## src/rtl/d_bram_arbiter_pkg.sv

```systemverilog
`default_nettype none
// ============================================================================
// d_bram_arbiter_pkg : shared constants and load-extract helper for data BRAM
// Revision 1.0
// ============================================================================
package d_bram_arbiter_pkg;

  localparam int BRAM_ADDR_W = 10;

  localparam logic [1:0] SZ_B = 2'b00;
  localparam logic [1:0] SZ_H = 2'b01;
  localparam logic [1:0] SZ_W = 2'b10;

  localparam logic REQ_CPU = 1'b0;
  localparam logic REQ_LDR = 1'b1;

  // Move the addressed lane(s) down to bit 0, then sign- or zero-extend.
  function automatic logic [31:0] load_extract(
    input logic [31:0] dout,
    input logic [1:0]  off,
    input logic [1:0]  size,
    input logic        uns
  );
    logic [31:0] sh;
    sh = dout >> {off, 3'b000};
    case (size)
      SZ_B:    load_extract = uns ? {24'h0, sh[7:0]}  : {{24{sh[7]}}, sh[7:0]};
      SZ_H:    load_extract = uns ? {16'h0, sh[15:0]} : {{16{sh[15]}}, sh[15:0]};
      SZ_W:    load_extract = dout;
      default: load_extract = 32'h0;
    endcase
  endfunction

endpackage
`default_nettype wire

```

## src/rtl/d_bram_lane_align.sv

```systemverilog
`default_nettype none
// ============================================================================
// d_bram_lane_align : byte-lane enables/replication for stores, lane extract for loads
// Revision 1.0
// ============================================================================
module d_bram_lane_align
  import d_bram_arbiter_pkg::*;
(
  input  logic [1:0]  st_size,
  input  logic [1:0]  st_off,
  input  logic [31:0] st_wdata,
  output logic [3:0]  st_we,
  output logic [31:0] st_din,
  output logic        misaligned,
  input  logic [31:0] ld_dout,
  input  logic [1:0]  ld_off,
  input  logic [1:0]  ld_size,
  input  logic        ld_uns,
  output logic [31:0] ld_rdata
);

  always_comb begin
    st_we  = 4'b0000;
    st_din = st_wdata;
    case (st_size)
      SZ_B: begin
        st_we  = 4'b0001 << st_off;
        st_din = {4{st_wdata[7:0]}};
      end
      SZ_H: begin
        st_we  = 4'b0011 << st_off;
        st_din = {2{st_wdata[15:0]}};
      end
      SZ_W: st_we = 4'b1111;
      default: st_we = 4'b0000;
    endcase
  end

  // Reserved size code is folded into the misaligned flag.
  always_comb begin
    misaligned = 1'b0;
    case (st_size)
      SZ_H:    misaligned = st_off[0];
      SZ_W:    misaligned = (st_off != 2'b00);
      SZ_B:    misaligned = 1'b0;
      default: misaligned = 1'b1;
    endcase
  end

  always_comb begin
    ld_rdata = load_extract(ld_dout, ld_off, ld_size, ld_uns);
  end

endmodule
`default_nettype wire

```

## src/rtl/d_bram_arbiter.sv

```systemverilog
`default_nettype none
// ============================================================================
// d_bram_arbiter : round-robin CPU/loader arbiter and byte-lane controller for data BRAM
// Revision 1.0
// ============================================================================
module d_bram_arbiter #(
  parameter int BRAM_ADDR_W = d_bram_arbiter_pkg::BRAM_ADDR_W,
  parameter int DATA_W      = 32
) (
  input  logic                   clk,
  input  logic                   rst_n,
  input  logic                   m0_req,
  input  logic                   m0_we,
  input  logic [BRAM_ADDR_W+1:0] m0_addr,
  input  logic [1:0]             m0_size,
  input  logic                   m0_uns,
  input  logic [DATA_W-1:0]      m0_wdata,
  output logic                   m0_gnt,
  output logic                   m0_rvalid,
  output logic [DATA_W-1:0]      m0_rdata,
  output logic                   m0_err,
  input  logic                   m1_req,
  input  logic                   m1_we,
  input  logic [BRAM_ADDR_W+1:0] m1_addr,
  input  logic [1:0]             m1_size,
  input  logic                   m1_uns,
  input  logic [DATA_W-1:0]      m1_wdata,
  output logic                   m1_gnt,
  output logic                   m1_rvalid,
  output logic [DATA_W-1:0]      m1_rdata,
  output logic                   m1_err,
  output logic [3:0]             bram_we,
  output logic [BRAM_ADDR_W-1:0] bram_addr,
  output logic [DATA_W-1:0]      bram_din,
  input  logic [DATA_W-1:0]      bram_dout
);
  import d_bram_arbiter_pkg::*;

  logic                   r_last_grant;
  logic                   r_owner;
  logic                   r_rsp_valid;
  logic                   r_rsp_err;
  logic [1:0]             r_ld_off;
  logic [1:0]             r_ld_size;
  logic                   r_ld_uns;
  logic [BRAM_ADDR_W-1:0] r_addr;

  logic                   w_sel0, w_sel1, w_any, w_win;
  logic                   w_we, w_uns, w_mis;
  logic [BRAM_ADDR_W+1:0] w_addr;
  logic [1:0]             w_size;
  logic [DATA_W-1:0]      w_wdata, w_din, w_ld_rdata;
  logic [3:0]             w_mask;
  logic                   w_rv0, w_rv1;

  // On contention the requester that did not win last time goes first.
  always_comb begin
    w_sel0 = rst_n && m0_req && (!m1_req || (r_last_grant == REQ_LDR));
    w_sel1 = rst_n && m1_req && !w_sel0;
  end

  assign w_any   = w_sel0 | w_sel1;
  assign w_win   = w_sel1 ? REQ_LDR : REQ_CPU;
  assign w_we    = w_sel1 ? m1_we    : m0_we;
  assign w_addr  = w_sel1 ? m1_addr  : m0_addr;
  assign w_size  = w_sel1 ? m1_size  : m0_size;
  assign w_uns   = w_sel1 ? m1_uns   : m0_uns;
  assign w_wdata = w_sel1 ? m1_wdata : m0_wdata;

  assign m0_gnt = w_sel0;
  assign m1_gnt = w_sel1;

  d_bram_lane_align u_lane_align (
    .st_size    (w_size),
    .st_off     (w_addr[1:0]),
    .st_wdata   (w_wdata),
    .st_we      (w_mask),
    .st_din     (w_din),
    .misaligned (w_mis),
    .ld_dout    (bram_dout),
    .ld_off     (r_ld_off),
    .ld_size    (r_ld_size),
    .ld_uns     (r_ld_uns),
    .ld_rdata   (w_ld_rdata)
  );

  assign bram_we   = (w_any && w_we && !w_mis) ? w_mask : 4'b0000;
  assign bram_addr = w_any ? w_addr[BRAM_ADDR_W+1:2] : r_addr;
  assign bram_din  = w_din;

  always_ff @(posedge clk) begin
    if (!rst_n) begin
      r_last_grant <= REQ_LDR;
      r_owner      <= REQ_CPU;
      r_rsp_valid  <= 1'b0;
      r_rsp_err    <= 1'b0;
      r_ld_off     <= 2'b00;
      r_ld_size    <= SZ_W;
      r_ld_uns     <= 1'b0;
      r_addr       <= '0;
    end else if (w_any) begin
      r_last_grant <= w_win;
      r_owner      <= w_win;
      // Good stores complete at grant; loads and any misaligned access respond next cycle.
      r_rsp_valid  <= !w_we || w_mis;
      r_rsp_err    <= w_mis;
      r_ld_off     <= w_addr[1:0];
      r_ld_size    <= w_size;
      r_ld_uns     <= w_uns;
      r_addr       <= w_addr[BRAM_ADDR_W+1:2];
    end else begin
      r_rsp_valid  <= 1'b0;
      r_rsp_err    <= 1'b0;
    end
  end

  // Gating with rst_n drops a response whose cycle coincides with reset.
  assign w_rv0 = rst_n && r_rsp_valid && (r_owner == REQ_CPU);
  assign w_rv1 = rst_n && r_rsp_valid && (r_owner == REQ_LDR);

  assign m0_rvalid = w_rv0;
  assign m1_rvalid = w_rv1;
  assign m0_err    = w_rv0 && r_rsp_err;
  assign m1_err    = w_rv1 && r_rsp_err;
  assign m0_rdata  = (w_rv0 && !r_rsp_err) ? w_ld_rdata : '0;
  assign m1_rdata  = (w_rv1 && !r_rsp_err) ? w_ld_rdata : '0;

endmodule
`default_nettype wire

```

## config.mk

```make
export PLATFORM = sky130hd
export DESIGN_NAME = d_bram_arbiter
export DESIGN_NICKNAME = d
export VERILOG_FILES = /design/src/rtl/d_bram_arbiter_pkg.sv /design/src/rtl/d_bram_lane_align.sv /design/src/rtl/d_bram_arbiter.sv
export SDC_FILE = /design/constraint.sdc
export NUM_CORES = 1
export LEC_CHECK = 0
export BUFFER_PORTS_ARGS = -buffer_cell sky130_fd_sc_hd__buf_2
export CAP_MARGIN = 15
export CORE_ASPECT_RATIO = 1.4
export CORE_MARGIN = 2
export CORE_UTILIZATION = 25
export DETAILED_ROUTE_END_ITERATION = 6
export PLACE_DENSITY = 0.63
export SLEW_MARGIN = 20
export SYNTH_ARGS = -nofsm -noshare
export SYNTH_HDL_FRONTEND = slang
export SYNTH_HIERARCHICAL = 1
export SYNTH_SLANG_ARGS = --single-unit
```

## constraint.sdc

```tcl
create_clock -name clk -period 5.4 [get_ports clk]
set_clock_uncertainty 0.15 [all_clocks]
set_input_delay 1.08 -clock clk [delete_from_list [all_inputs] [get_ports clk]]
set_output_delay 1.08 -clock clk [all_outputs]
set_load 0.005 [all_outputs]
```

==> results of run 1 <==
==> flip-flops by register name, indices dropped and copies added (netlist names) <==
register      flops
r_ld_size         2
r_ld_off          2
r_rsp_err         1
r_last_grant      1
r_addr           10
r_rsp_valid       1
r_owner           1
r_ld_uns          1
==> Yosys cell counts (5+ instances only) <==
library cell,number,share of area
sky130_fd_sc_hd__a22oi_1,8,0.018
sky130_fd_sc_hd__o2bb2ai_1,7,0.018
sky130_fd_sc_hd__nor2b_1,11,0.020
sky130_fd_sc_hd__nor3_1,19,0.028
sky130_fd_sc_hd__clkbuf_1,24,0.027
sky130_fd_sc_hd__a21o_1,16,0.036
sky130_fd_sc_hd__a21oi_1,7,0.010
sky130_fd_sc_hd__nand2b_1,10,0.019
sky130_fd_sc_hd__nor2_1,17,0.019
sky130_fd_sc_hd__dfxtp_1,19,0.11
sky130_fd_sc_hd__a211oi_1,7,0.016
sky130_fd_sc_hd__mux2_4,20,0.089
sky130_fd_sc_hd__nor4_1,11,0.020
sky130_fd_sc_hd__o21ai_0,17,0.025
sky130_fd_sc_hd__mux2_2,30,0.10
sky130_fd_sc_hd__a2111oi_0,7,0.018
sky130_fd_sc_hd__buf_6,5,0.017
sky130_fd_sc_hd__nand2_1,41,0.046
sky130_fd_sc_hd__mux2i_1,19,0.056
sky130_fd_sc_hd__nand3_1,9,0.013
sky130_fd_sc_hd__and2_1,77,0.14
sky130_fd_sc_hd__buf_4,9,0.020
sky130_fd_sc_hd__buf_2,11,0.016
sky130_fd_sc_hd__o31ai_1,8,0.018
==> placed cells by master, fill, tap and decap left out, types with 2 or more instances in the layout <==
master                      Yosys  routed
sky130_fd_sc_hd__buf_2         11     247
sky130_fd_sc_hd__and2_1        77      77
sky130_fd_sc_hd__nand2_1       41      41
sky130_fd_sc_hd__mux2_2        30      30
sky130_fd_sc_hd__mux2_4        20      20
sky130_fd_sc_hd__dfxtp_1       19      19
sky130_fd_sc_hd__mux2i_1       19      19
sky130_fd_sc_hd__nor3_1        19      18
sky130_fd_sc_hd__o21ai_0       17      17
sky130_fd_sc_hd__nor2_1        17      17
sky130_fd_sc_hd__a21o_1        16      16
sky130_fd_sc_hd__nor2b_1       11      11
sky130_fd_sc_hd__nor4_1        11      11
sky130_fd_sc_hd__nand2b_1      10      10
sky130_fd_sc_hd__nand3_1        9       9
sky130_fd_sc_hd__buf_4          9       8
sky130_fd_sc_hd__a22oi_1        8       8
sky130_fd_sc_hd__o31ai_1        8       8
sky130_fd_sc_hd__a21oi_1        7       7
sky130_fd_sc_hd__a2111oi_0      7       7
sky130_fd_sc_hd__o2bb2ai_1      7       7
sky130_fd_sc_hd__a211oi_1       7       7
sky130_fd_sc_hd__o311ai_0       4       4
sky130_fd_sc_hd__a31oi_1        3       3
sky130_fd_sc_hd__and3_1         3       3
sky130_fd_sc_hd__clkbuf_16      0       3
sky130_fd_sc_hd__nor2_4         2       2
sky130_fd_sc_hd__inv_1          2       2
sky130_fd_sc_hd__a2111oi_2      2       2
sky130_fd_sc_hd__o21a_1         2       2
sky130_fd_sc_hd__nor3_2         1       2
==> tightest hold or removal path, cell delays in order (launching register included) <==
cell                      delay [ns]
sky130_fd_sc_hd__dfxtp_1        0.30
sky130_fd_sc_hd__nor2_1         0.13
sky130_fd_sc_hd__nor4_1         0.06
==> cell families (layout without fill, tap and decap cells) <==
| logic type | after synthesis | count (layout) | synth area share |
|---|---|---|---|
| buf+inv | 55 | 262 | 0.0962 |
| xor+xnor | 1 | 1 | 0.00260 |
| flops | 19 | 19 | 0.113 |
| simple gates | 204 | 204 | 0.331 |
| compound gates | 95 | 95 | 0.211 |
| other cells | 0 | 1 | 0 |
| mux | 69 | 69 | 0.246 |
==> routing by layer <==
| metal | up-vias | part of all wire |
|---|---|---|
| met4 | 0 | 0.018 |
| met2 | 242 | 0.52 |
| li1 | 1995 | - |
| met3 | 12 | 0.095 |
| met1 | 1810 | 0.36 |
| met5 | - | 0 |
==> how the worst max path moves through the flow <==
stage,endpoint,cells after the start,start
3_3_place_gp,bram_we[3],10,rst_n
5_1_grt,bram_we[3],10,rst_n
3_5_place_dp,bram_we[1],10,rst_n
6_report,bram_we[3],10,rst_n
2_1_floorplan,bram_we[0],12,m0_req
4_1_cts,bram_we[1],9,rst_n
==> power breakdown <==
| group | internal, mW | total (mW) | switching (mW) |
|---|---|---|---|
| Clock | 0.100 | 0.154 | 0.0532 |
| Combinational | 0.185 | 0.372 | 0.187 |
| Sequential | 0.152 | 0.172 | 0.0194 |
| Total | 0.438 | 0.698 | 0.260 |
==> layout make-up <==
class | count | area (µm²) | area share
Inverter | 2 | 7.51 | 0.00160
Antenna cell | 1 | 2.50 | 0.000534
Sequential cell | 19 | 380 | 0.0812
Tap cell | 182 | 228 | 0.0486
Multi-Input combinational cell | 369 | 2670 | 0.570
Clock buffer | 4 | 78.8 | 0.0168
Timing Repair Buffer | 256 | 1320 | 0.281
==> stage by stage <==
stage	utilization	cell area [µm²]	cells	setup WS [ns]
2_1_floorplan	-	3370	443	1.15
3_3_place_gp	0.347	4600	828	0.711
3_5_place_dp	0.347	4600	828	0.655
4_1_cts	0.353	4680	832	0.650
5_1_grt	0.353	4680	833	0.409
6_report	0.353	4680	833	0.641
==> impl_summary.txt, run 1 <==
----------------------------------------------------
[Timing]
  RSZ-0062 raised after global routing ... no
  Final Slew Violations ... 0
  Worst slew margin ... 0.347
  Number of endpoints failing setup at the final stage ... 0
  Actual slew at the worst max-slew pin ... 0.979 ns
  Post-route fraction of the period consumed by the critical path ... 0.881
  Worst hold-check slack ... 0.379 ns
  Final Hold Vio Count ... 0
  Final critical-path required period ... 4.76 ns
  Total Neg Setup Slack ... 0 ns
  Max Clock Freq ... 0.210 GHz

[Synthesis]
  Portion of the post-synthesis area used by sequential elements ... 0.113
  Synth Flop Type ... sky130_fd_sc_hd__dfxtp_1
  Cells after Synth ... 443
  Post-synth net total ... 575
  Count of flip-flops with a built-in enable after synthesis ... 0
  Flip-flop and latch count after synthesis ... 19
  Synthesis Warnings ... 6
  Post-synth ARST share ... 0
  Distinct cell type count after synthesis ... 45
  Syn Area/Cell ... 7.60 µm²
  Netlist area before placement ... 3370 µm²

[Outcome]
  Status ... finished clean

[Clock tree]
  Clock net sink count ... 19
  Clock transition at path regs ... 0.06 ns
  Buffer levels on the longest clock path ... 2
  Worst-Skew Late Latency ... 0.25 ns
  Library cell used as clock root buffer ... sky130_fd_sc_hd__clkbuf_16
  Max H-tree Level ... 1
  Total of hold buffers inserted after clock tree synthesis ... 0
  CTS tree ... built
  Num CTS Buffers ... 3
  Number of gates given a new drive strength after cts ... 0
  Total setup buffers inserted after CTS ... 0

[Placement]
  Global placement routability congestion ... 0.896
  # port buffers ... 247
  HPWL Detailed ... 10900 µm

[Flow run]
  Max-cap viol count ... 0

[Detailed routing]
  Via total after detailed routing ... 4059
  Post-route antenna net violation count ... 0
  Wire per inst ... 15.6 µm
  Number of optimization iterations in the first detailed-route pass ... 4
  Detail-routed via count per cell ... 4.87
  Post-detailed-route DRC marker count ... 0
  Total detailed-routing wirelength ... 13000 µm
  DRC marker count from the first detailed-route iteration ... 130

[Pwr]
  Ratio of total power to cell area ... 149 nW/µm²
  Largest voltage drop on the vdd net ... 94.2 µV
  Leakage component of the power ... 2.45 nW
  Overall power ... 0.698 mW

[Floorplan]
  Boundary Pins ... 248
  Number of standard-cell rows in the floorplan ... 50
  Die footprint ... 14400 µm²
  Y dimension of the die ... 141 µm
  Floorplan die width ... 102 µm
  Initial Utilization ... 0.254
  Core ar. ... 13300 µm²

[Worst setup path]
  Startpoint Class ... primary input
  Endpoint required time on the critical path ... 4.17 ns
  Critical register-to-register path startpoint ... r_last_grant
  Sum of buffers and inverters on the critical path ... 2
  Cell family with most CP delay ... compound AO/OA/AOI/OAI gates
  Slowest stage cell, crit path ... sky130_fd_sc_hd__nand2_1
  Peak per-stage delay on the critical path ... 0.42 ns
  Reg-to-reg setup timing slack ... 2.95 ns
  Worst endpoint data arrival time ... 3.53 ns
  Register-to-Register Path Depth ... 8
  Critical-path maximum fanout ... 19
  Path type of the worst setup path ... primary input to primary output
  Sequence of cells on the critical path ... buf_2, nand2_1, o21ai_0, nand2_1, o21a_1, o22a_1, nor2b_1, o21ai_0, a21oi_1, buf_2
  Reg2Reg Capture Point ... r_rsp_valid
  Sort of element at the end of the critical path ... primary output

[Global route]
  GRT Overall Usage ... 0.167
  Number of antenna violations at the first check in global routing ... 2
  Layer carrying the most global-route usage ... met2
  Grt ovf ... 0
  First-pass GRT wire length ... 19100 µm
  Global Route met2 Usage ... 0.339
  Largest net degree at the start of global routing ... 33
  Met3 GRT Util ... 0.0335
  Met1 Usage GRT ... 0.170
  Number of global-route vias before repair ... 3766

[Final layout]
  Fraction of layout cells with a size suffix above 1 ... 0.488
  Number of nets in the layout ... 783
  Layout fillers ... 1506
  Layout-stage area growth over the synthesis result ... 39.0%

[Worst hold path]
  Instance count along the most critical hold path ... 2
  Tightest Hold Check Type ... flip-flop to flip-flop
  Endpoint, Worst Hold ... r_addr[6]
  Hold path startpoint ... r_addr[6]

----------------------------------------------------
No activity file was read; power rests on OpenSTA's default activity.
==> inputs of run 2 (changes only) <==
--- a/config.mk
+++ b/config.mk
@@ -11,7 +11,7 @@
 export CORE_MARGIN = 2
 export CORE_UTILIZATION = 25
 export DETAILED_ROUTE_END_ITERATION = 6
-export PLACE_DENSITY = 0.63
+export PLACE_DENSITY = 0.65
 export SLEW_MARGIN = 20
 export SYNTH_ARGS = -nofsm -noshare
 export SYNTH_HDL_FRONTEND = slang
==> constraint.sdc (replaced) <==
create_clock -name clk -period 3.85 [get_ports clk]
set_clock_uncertainty 0.15 [all_clocks]
set_input_delay 0.77 -clock clk [delete_from_list [all_inputs] [get_ports clk]]
set_output_delay 0.77 -clock clk [all_outputs]
set_load 0.005 [all_outputs]
==> impl_summary.txt, run 2 (same netlist as run 1, synthesis figures left out) <==
----------------------------------------------------
[Final layout]
  Number of nets in the layout ... 797
  Largest registers ranked by flip-flop count ... r_addr: 10 flops, r_ld_off: 2 flops, r_ld_size: 2 flops
  Diode insertion count for antenna repair ... 0
  Layout fillers ... 1488
  Multi-input gate area in the final layout ... 2670 µm²
  Flip-flop and latch area ... 380 µm²
  Layout-stage area growth over the synthesis result ... 42.1%
  Post-layout instance area ... 4790 µm²
  Non-filler instance count after layout ... 846
  Number of flip-flops under the largest register name ... 10
  Top register by number of flip-flops ... r_addr
  Fraction of layout cells with a size suffix above 1 ... 0.500
  Most frequent cells in the layout ... 247 x sky130_fd_sc_hd__buf_2, 77 x sky130_fd_sc_hd__and2_1, 41 x sky130_fd_sc_hd__nand2_1, 30 x sky130_fd_sc_hd__mux2_2, 22 x sky130_fd_sc_hd__buf_4
  Commonest non-fill, non-tap cell in the layout ... sky130_fd_sc_hd__buf_2

[Timing]
  Worst hold-check slack ... 0.379 ns
  Final Slew Violations ... 0
  Max Clock Freq ... 0.275 GHz
  Actual slew at the worst max-slew pin ... 0.775 ns
  Post-route fraction of the period consumed by the critical path ... 0.944
  Final critical-path required period ... 3.64 ns
  RSZ-0062 raised after global routing ... no
  Final Hold Vio Count ... 0
  Worst slew margin ... 0.478
  Total Neg Setup Slack ... 0 ns
  Number of endpoints failing setup at the final stage ... 0

[Global route]
  First-pass GRT wire length ... 19000 µm
  Number of global-route vias before repair ... 3824
  Number of antenna violations at the first check in global routing ... 0
  Grt ovf ... 0
  GRT Overall Usage ... 0.166
  Largest net degree at the start of global routing ... 33

[Worst setup path]
  Sort of element at the end of the critical path ... primary output
  Worst setup path startpoint ... m0_req
  Reg2Reg Capture Point ... r_rsp_valid
  Startpoint Class ... primary input
  End point of the critical path ... bram_we[3]
  Register-to-Register Path Depth ... 9
  Slowest stage cell, crit path ... sky130_fd_sc_hd__o21ai_0
  Reg-to-reg setup timing slack ... 1.50 ns
  Critical Path Stages ... 11
  Cell family with most CP delay ... compound AO/OA/AOI/OAI gates
  Sum of buffers and inverters on the critical path ... 3
  Worst endpoint data arrival time ... 2.72 ns
  Peak per-stage delay on the critical path ... 0.29 ns
  Sequence of cells on the critical path ... buf_2, and2_1, buf_4, o21ai_0, nand2_1, o21a_1, o22a_1, nor2b_1, o21ai_0, a21oi_1, buf_2
  Path type of the worst setup path ... primary input to primary output
  Endpoint required time on the critical path ... 2.93 ns
  Critical register-to-register path startpoint ... r_last_grant
  Critical-path maximum fanout ... 8

[Floorplan]
  Floorplan die width ... 102 µm
  Number of standard-cell rows in the floorplan ... 50
  Core ar. ... 13300 µm²
  Initial Utilization ... 0.254
  Boundary Pins ... 248
  Y dimension of the die ... 141 µm
  Die footprint ... 14400 µm²

[Placement]
  Post-placement cell count ... 842
  HPWL Detailed ... 10700 µm
  Area after detailed placement ... 4710 µm²
  Global placement routability congestion ... 0.872
  # port buffers ... 247

[Clock tree]
  Clock transition at path regs ... 0.06 ns
  CTS tree ... built
  Total setup buffers inserted after CTS ... 0
  Total of hold buffers inserted after clock tree synthesis ... 0
  Number of gates given a new drive strength after cts ... 0
  Clock net sink count ... 19
  Library cell used as clock root buffer ... sky130_fd_sc_hd__clkbuf_16
  Buffer levels on the longest clock path ... 2
  Num CTS Buffers ... 3
  Worst-Skew Late Latency ... 0.25 ns
  Max H-tree Level ... 1

[Detailed routing]
  DRC marker count from the first detailed-route iteration ... 153
  Post-route antenna net violation count ... 0
  Wire per inst ... 15.0 µm
  Number of optimization iterations in the first detailed-route pass ... 5
  Post-detailed-route DRC marker count ... 0
  Detail-routed via count per cell ... 4.86
  Via total after detailed routing ... 4111
  Total detailed-routing wirelength ... 12700 µm

[Pwr]
  Ratio of total power to cell area ... 206 nW/µm²
  Overall power ... 0.988 mW
  Leakage component of the power ... 2.52 nW
  Largest voltage drop on the vdd net ... 135 µV

[Worst hold path]
  Tightest Hold Check Type ... flip-flop to flip-flop

[Flow run]
  Max-cap viol count ... 0

[Outcome]
  Status ... finished clean

----------------------------------------------------
-- run 2: cell types whose count changed in the layout (fill, tap and decap cells not counted) --
cell / delta
sky130_fd_sc_hd__buf_4: +14
sky130_fd_sc_hd__clkbuf_1: -1
sky130_fd_sc_hd__clkinv_2: +1
sky130_fd_sc_hd__diode_2: -1
-- run 2: worst min path at each step --
stage                start     endpoint  slack (ns)  depth (start not counted)
2_1_floorplan  r_ld_off[0]  r_ld_off[0]        0.34                          2
3_3_place_gp     r_addr[0]    r_addr[0]        0.36                          2
3_5_place_dp     r_addr[9]    r_addr[9]        0.37                          2
4_1_cts          r_addr[9]    r_addr[9]        0.38                          2
5_1_grt          r_addr[3]    r_addr[3]        0.42                          2
6_report         r_addr[0]    r_addr[0]        0.38                          2
-- run 2: worst reg2reg max path, cell delays in order (launching register included) --
cell	delay (ns)
sky130_fd_sc_hd__dfxtp_1	0.34
sky130_fd_sc_hd__and2_1	0.17
sky130_fd_sc_hd__buf_4	0.17
sky130_fd_sc_hd__o21ai_0	0.15
sky130_fd_sc_hd__nand2_1	0.17
sky130_fd_sc_hd__o21a_1	0.22
sky130_fd_sc_hd__o22a_1	0.19
sky130_fd_sc_hd__nor2b_1	0.10
sky130_fd_sc_hd__o21ai_0	0.29
sky130_fd_sc_hd__and3_1	0.29
-- run 2: routing by layer --
metal,part of all wire,global-route usage,vias to the layer above
met4,0.028,0.0477,0
met1,0.35,0.161,1832
met5,0,0,-
li1,-,-,2028
met3,0.083,0.0266,22
met2,0.54,0.345,229
-- run 2: power by group --
part           switching [mW]  internal [mW]
Combinational           0.272          0.270
Sequential             0.0171          0.214
Clock                  0.0754          0.139
-- run 2: final cells by class --
| cell class | instances | area share |
|---|---|---|
| timing repair buffer | 270 | 0.297 |
| multi-input combinational | 369 | 0.558 |
| sequential | 19 | 0.0795 |
| inverter | 2 | 0.00157 |
| clock buffer | 3 | 0.0157 |
| clock inverter | 1 | 0.00105 |
| tap | 182 | 0.0476 |
-- run 2: per-stage QoR --
step / worst slack, ns / utilization
2_1_floorplan: 0.222 / -
3_3_place_gp: 0.271 / 0.355
3_5_place_dp: 0.213 / 0.355
4_1_cts: 0.205 / 0.361
5_1_grt: 0.0102 / 0.361
6_report: 0.215 / 0.361
==> inputs of run 3 (changes only) <==
--- a/config.mk
+++ b/config.mk
@@ -7,11 +7,13 @@
 export LEC_CHECK = 0
 export BUFFER_PORTS_ARGS = -buffer_cell sky130_fd_sc_hd__buf_2
 export CAP_MARGIN = 15
+export CELL_PAD_IN_SITES_DETAIL_PLACEMENT = 1
+export CELL_PAD_IN_SITES_GLOBAL_PLACEMENT = 2
 export CORE_ASPECT_RATIO = 1.4
 export CORE_MARGIN = 2
-export CORE_UTILIZATION = 25
+export CORE_UTILIZATION = 18
 export DETAILED_ROUTE_END_ITERATION = 6
-export PLACE_DENSITY = 0.65
+export PLACE_DENSITY = 0.85
 export SLEW_MARGIN = 20
 export SYNTH_ARGS = -nofsm -noshare
 export SYNTH_HDL_FRONTEND = slang
==> impl_summary.txt, run 3 (same netlist as run 1, synthesis figures left out) <==
----------------------------------------------------
[Final layout]
  Number of nets in the layout ... 799
  Most frequent cells in the layout ... 247 x sky130_fd_sc_hd__buf_2, 77 x sky130_fd_sc_hd__and2_1, 41 x sky130_fd_sc_hd__nand2_1, 30 x sky130_fd_sc_hd__mux2_2, 24 x sky130_fd_sc_hd__buf_4
  Commonest non-fill, non-tap cell in the layout ... sky130_fd_sc_hd__buf_2
  Fraction of layout cells with a size suffix above 1 ... 0.502
  Largest registers ranked by flip-flop count ... r_addr: 10 flops, r_ld_off: 2 flops, r_ld_size: 2 flops
  Top register by number of flip-flops ... r_addr
  Diode insertion count for antenna repair ... 0
  Layout fillers ... 2379
  Layout-stage area growth over the synthesis result ... 44.9%
  Number of flip-flops under the largest register name ... 10

[Placement]
  HPWL Detailed ... 12000 µm
  Global placement routability congestion ... 0.762
  Place WS ... 0.169 ns
  # port buffers ... 247

[Floorplan]
  Number of standard-cell rows in the floorplan ... 59
  Y dimension of the die ... 166 µm
  Initial Utilization ... 0.183
  Core ar. ... 18500 µm²
  Boundary Pins ... 248
  Die footprint ... 19800 µm²
  Floorplan die width ... 120 µm

[Outcome]
  Status ... finished clean

[Worst setup path]
  Worst setup path startpoint ... m1_req
  Reg-to-reg setup timing slack ... 1.69 ns
  Endpoint required time on the critical path ... 2.93 ns
  Peak per-stage delay on the critical path ... 0.31 ns
  Critical register-to-register path startpoint ... r_last_grant
  Path type of the worst setup path ... primary input to primary output
  Slowest stage cell, crit path ... sky130_fd_sc_hd__a21oi_1
  Critical-path maximum fanout ... 9
  Startpoint Class ... primary input
  Sequence of cells on the critical path ... buf_2, nand2_1, o21ai_0, nand2_1, o21a_1, o22a_1, nor2b_1, o21ai_0, a21oi_1, buf_2
  Sort of element at the end of the critical path ... primary output
  Worst endpoint data arrival time ... 2.78 ns

[Global route]
  Grt ovf ... 0
  Number of global-route vias before repair ... 4186
  GRT Overall Usage ... 0.134
  Largest net degree at the start of global routing ... 33
  First-pass GRT wire length ... 21900 µm
  Number of antenna violations at the first check in global routing ... 0

[Pwr]
  P_sw ... 0.370 mW
  Internal power ... 0.627 mW
  Combinational share of power ... 0.555
  Ratio of total power to cell area ... 204 nW/µm²
  Portion of total power attributed to sequential cells ... 0.229
  Clock power share ... 0.215
  Leakage component of the power ... 2.53 nW
  Overall power ... 0.998 mW
  Sw frac ... 0.371
  Largest voltage drop on the vdd net ... 124 µV

[Detailed routing]
  Total detailed-routing wirelength ... 13900 µm
  Wire per inst ... 15.3 µm
  Post-route antenna net violation count ... 0
  Via total after detailed routing ... 4095
  Number of optimization iterations in the first detailed-route pass ... 4
  DRC marker count from the first detailed-route iteration ... 114
  Detail-routed via count per cell ... 4.50
  Post-detailed-route DRC marker count ... 0

[Clock tree]
  Total setup buffers inserted after CTS ... 0
  Library cell used as clock root buffer ... sky130_fd_sc_hd__clkbuf_16
  Clock transition at path regs ... 0.06 ns
  Clock net sink count ... 19
  CTS tree ... built
  Worst-Skew Late Latency ... 0.25 ns
  Number of gates given a new drive strength after cts ... 0
  Buffer levels on the longest clock path ... 2
  Max H-tree Level ... 1
  Total of hold buffers inserted after clock tree synthesis ... 0
  Num CTS Buffers ... 3

[Timing]
  Worst hold-check slack ... 0.379 ns
  Actual slew at the worst max-slew pin ... 0.611 ns
  Worst slew margin ... 0.588
  Final worst-path setup slack ... 0.149 ns
  Total Neg Setup Slack ... 0 ns
  Final Hold Vio Count ... 0
  Post-route fraction of the period consumed by the critical path ... 0.961
  Final Slew Violations ... 0
  Final critical-path required period ... 3.70 ns
  Max Clock Freq ... 0.270 GHz
  RSZ-0062 raised after global routing ... no
  Number of endpoints failing setup at the final stage ... 0

[Flow run]
  Max-cap viol count ... 0

[Worst hold path]
  Tightest Hold Check Type ... flip-flop to flip-flop
  Hold path startpoint ... r_addr[5]

----------------------------------------------------
-- run 3: changes by cell type in the layout (fill, tap and decap cells not counted) --
cell,before,now
sky130_fd_sc_hd__a21oi_1,7,6
sky130_fd_sc_hd__a21oi_2,0,1
sky130_fd_sc_hd__buf_4,22,24
sky130_fd_sc_hd__clkbuf_1,0,1
sky130_fd_sc_hd__clkinv_2,1,0
sky130_fd_sc_hd__o21ai_0,17,16
sky130_fd_sc_hd__o21ai_1,0,1
-- run 3: worst max-delay path, delay by kind of cell --
family	cells	cell delay, ns
AOI/OAI and AO/OA	5	1.15
buffers and inverters	2	0.37
and+or+nand+nor	3	0.49
-- run 3: metrics by stage --
step,instance area [µm²],utilization,std cells
after global routing,4880,0.264,910
after floorplan,3370,-,443
after CTS,4880,0.264,910
after detailed placement,4800,0.260,906
final,4880,0.264,910
after global placement,4800,0.260,906
-- run 3: path summary, 6_finish.rpt --
| kind | end | cells past startpoint |
|---|---|---|
| max | bram_we[3] | 10 |
| min | r_addr[5] | 2 |
| max reg2reg | r_rsp_valid | 8 |
| min reg2reg | r_addr[5] | 2 |
-- run 3: final cells by class --
| cell class | count | area, µm² | area share |
|---|---|---|---|
| multi-input combinational | 369 | 2670 | 0.548 |
| timing repair buffer | 272 | 1440 | 0.294 |
| sequential | 19 | 380 | 0.0779 |
| tap | 244 | 305 | 0.0625 |
| clock buffer | 4 | 78.8 | 0.0161 |
| inverter | 2 | 7.51 | 0.00154 |
-- run 3: layer usage --
metal	global-route usage	vias up	wire length, µm
li1	-	2022	-
met3	0.0268	12	1200
met5	0	-	0
met4	0.0307	0	243
met1	0.143	1859	5410
met2	0.263	202	7100
-- run 3: power groups by stage --
| stage | clock network, mW | registers (mW) | logic [mW] |
|---|---|---|---|
| CTS | 0.220 | 0.230 | 0.562 |
| global route | 0.229 | 0.232 | 0.614 |
| finish | 0.215 | 0.229 | 0.554 |
| global placement | 0 | 0.233 | 0.553 |
| floorplan | 0 | 0.224 | 0.350 |
| detailed placement | 0 | 0.234 | 0.559 |
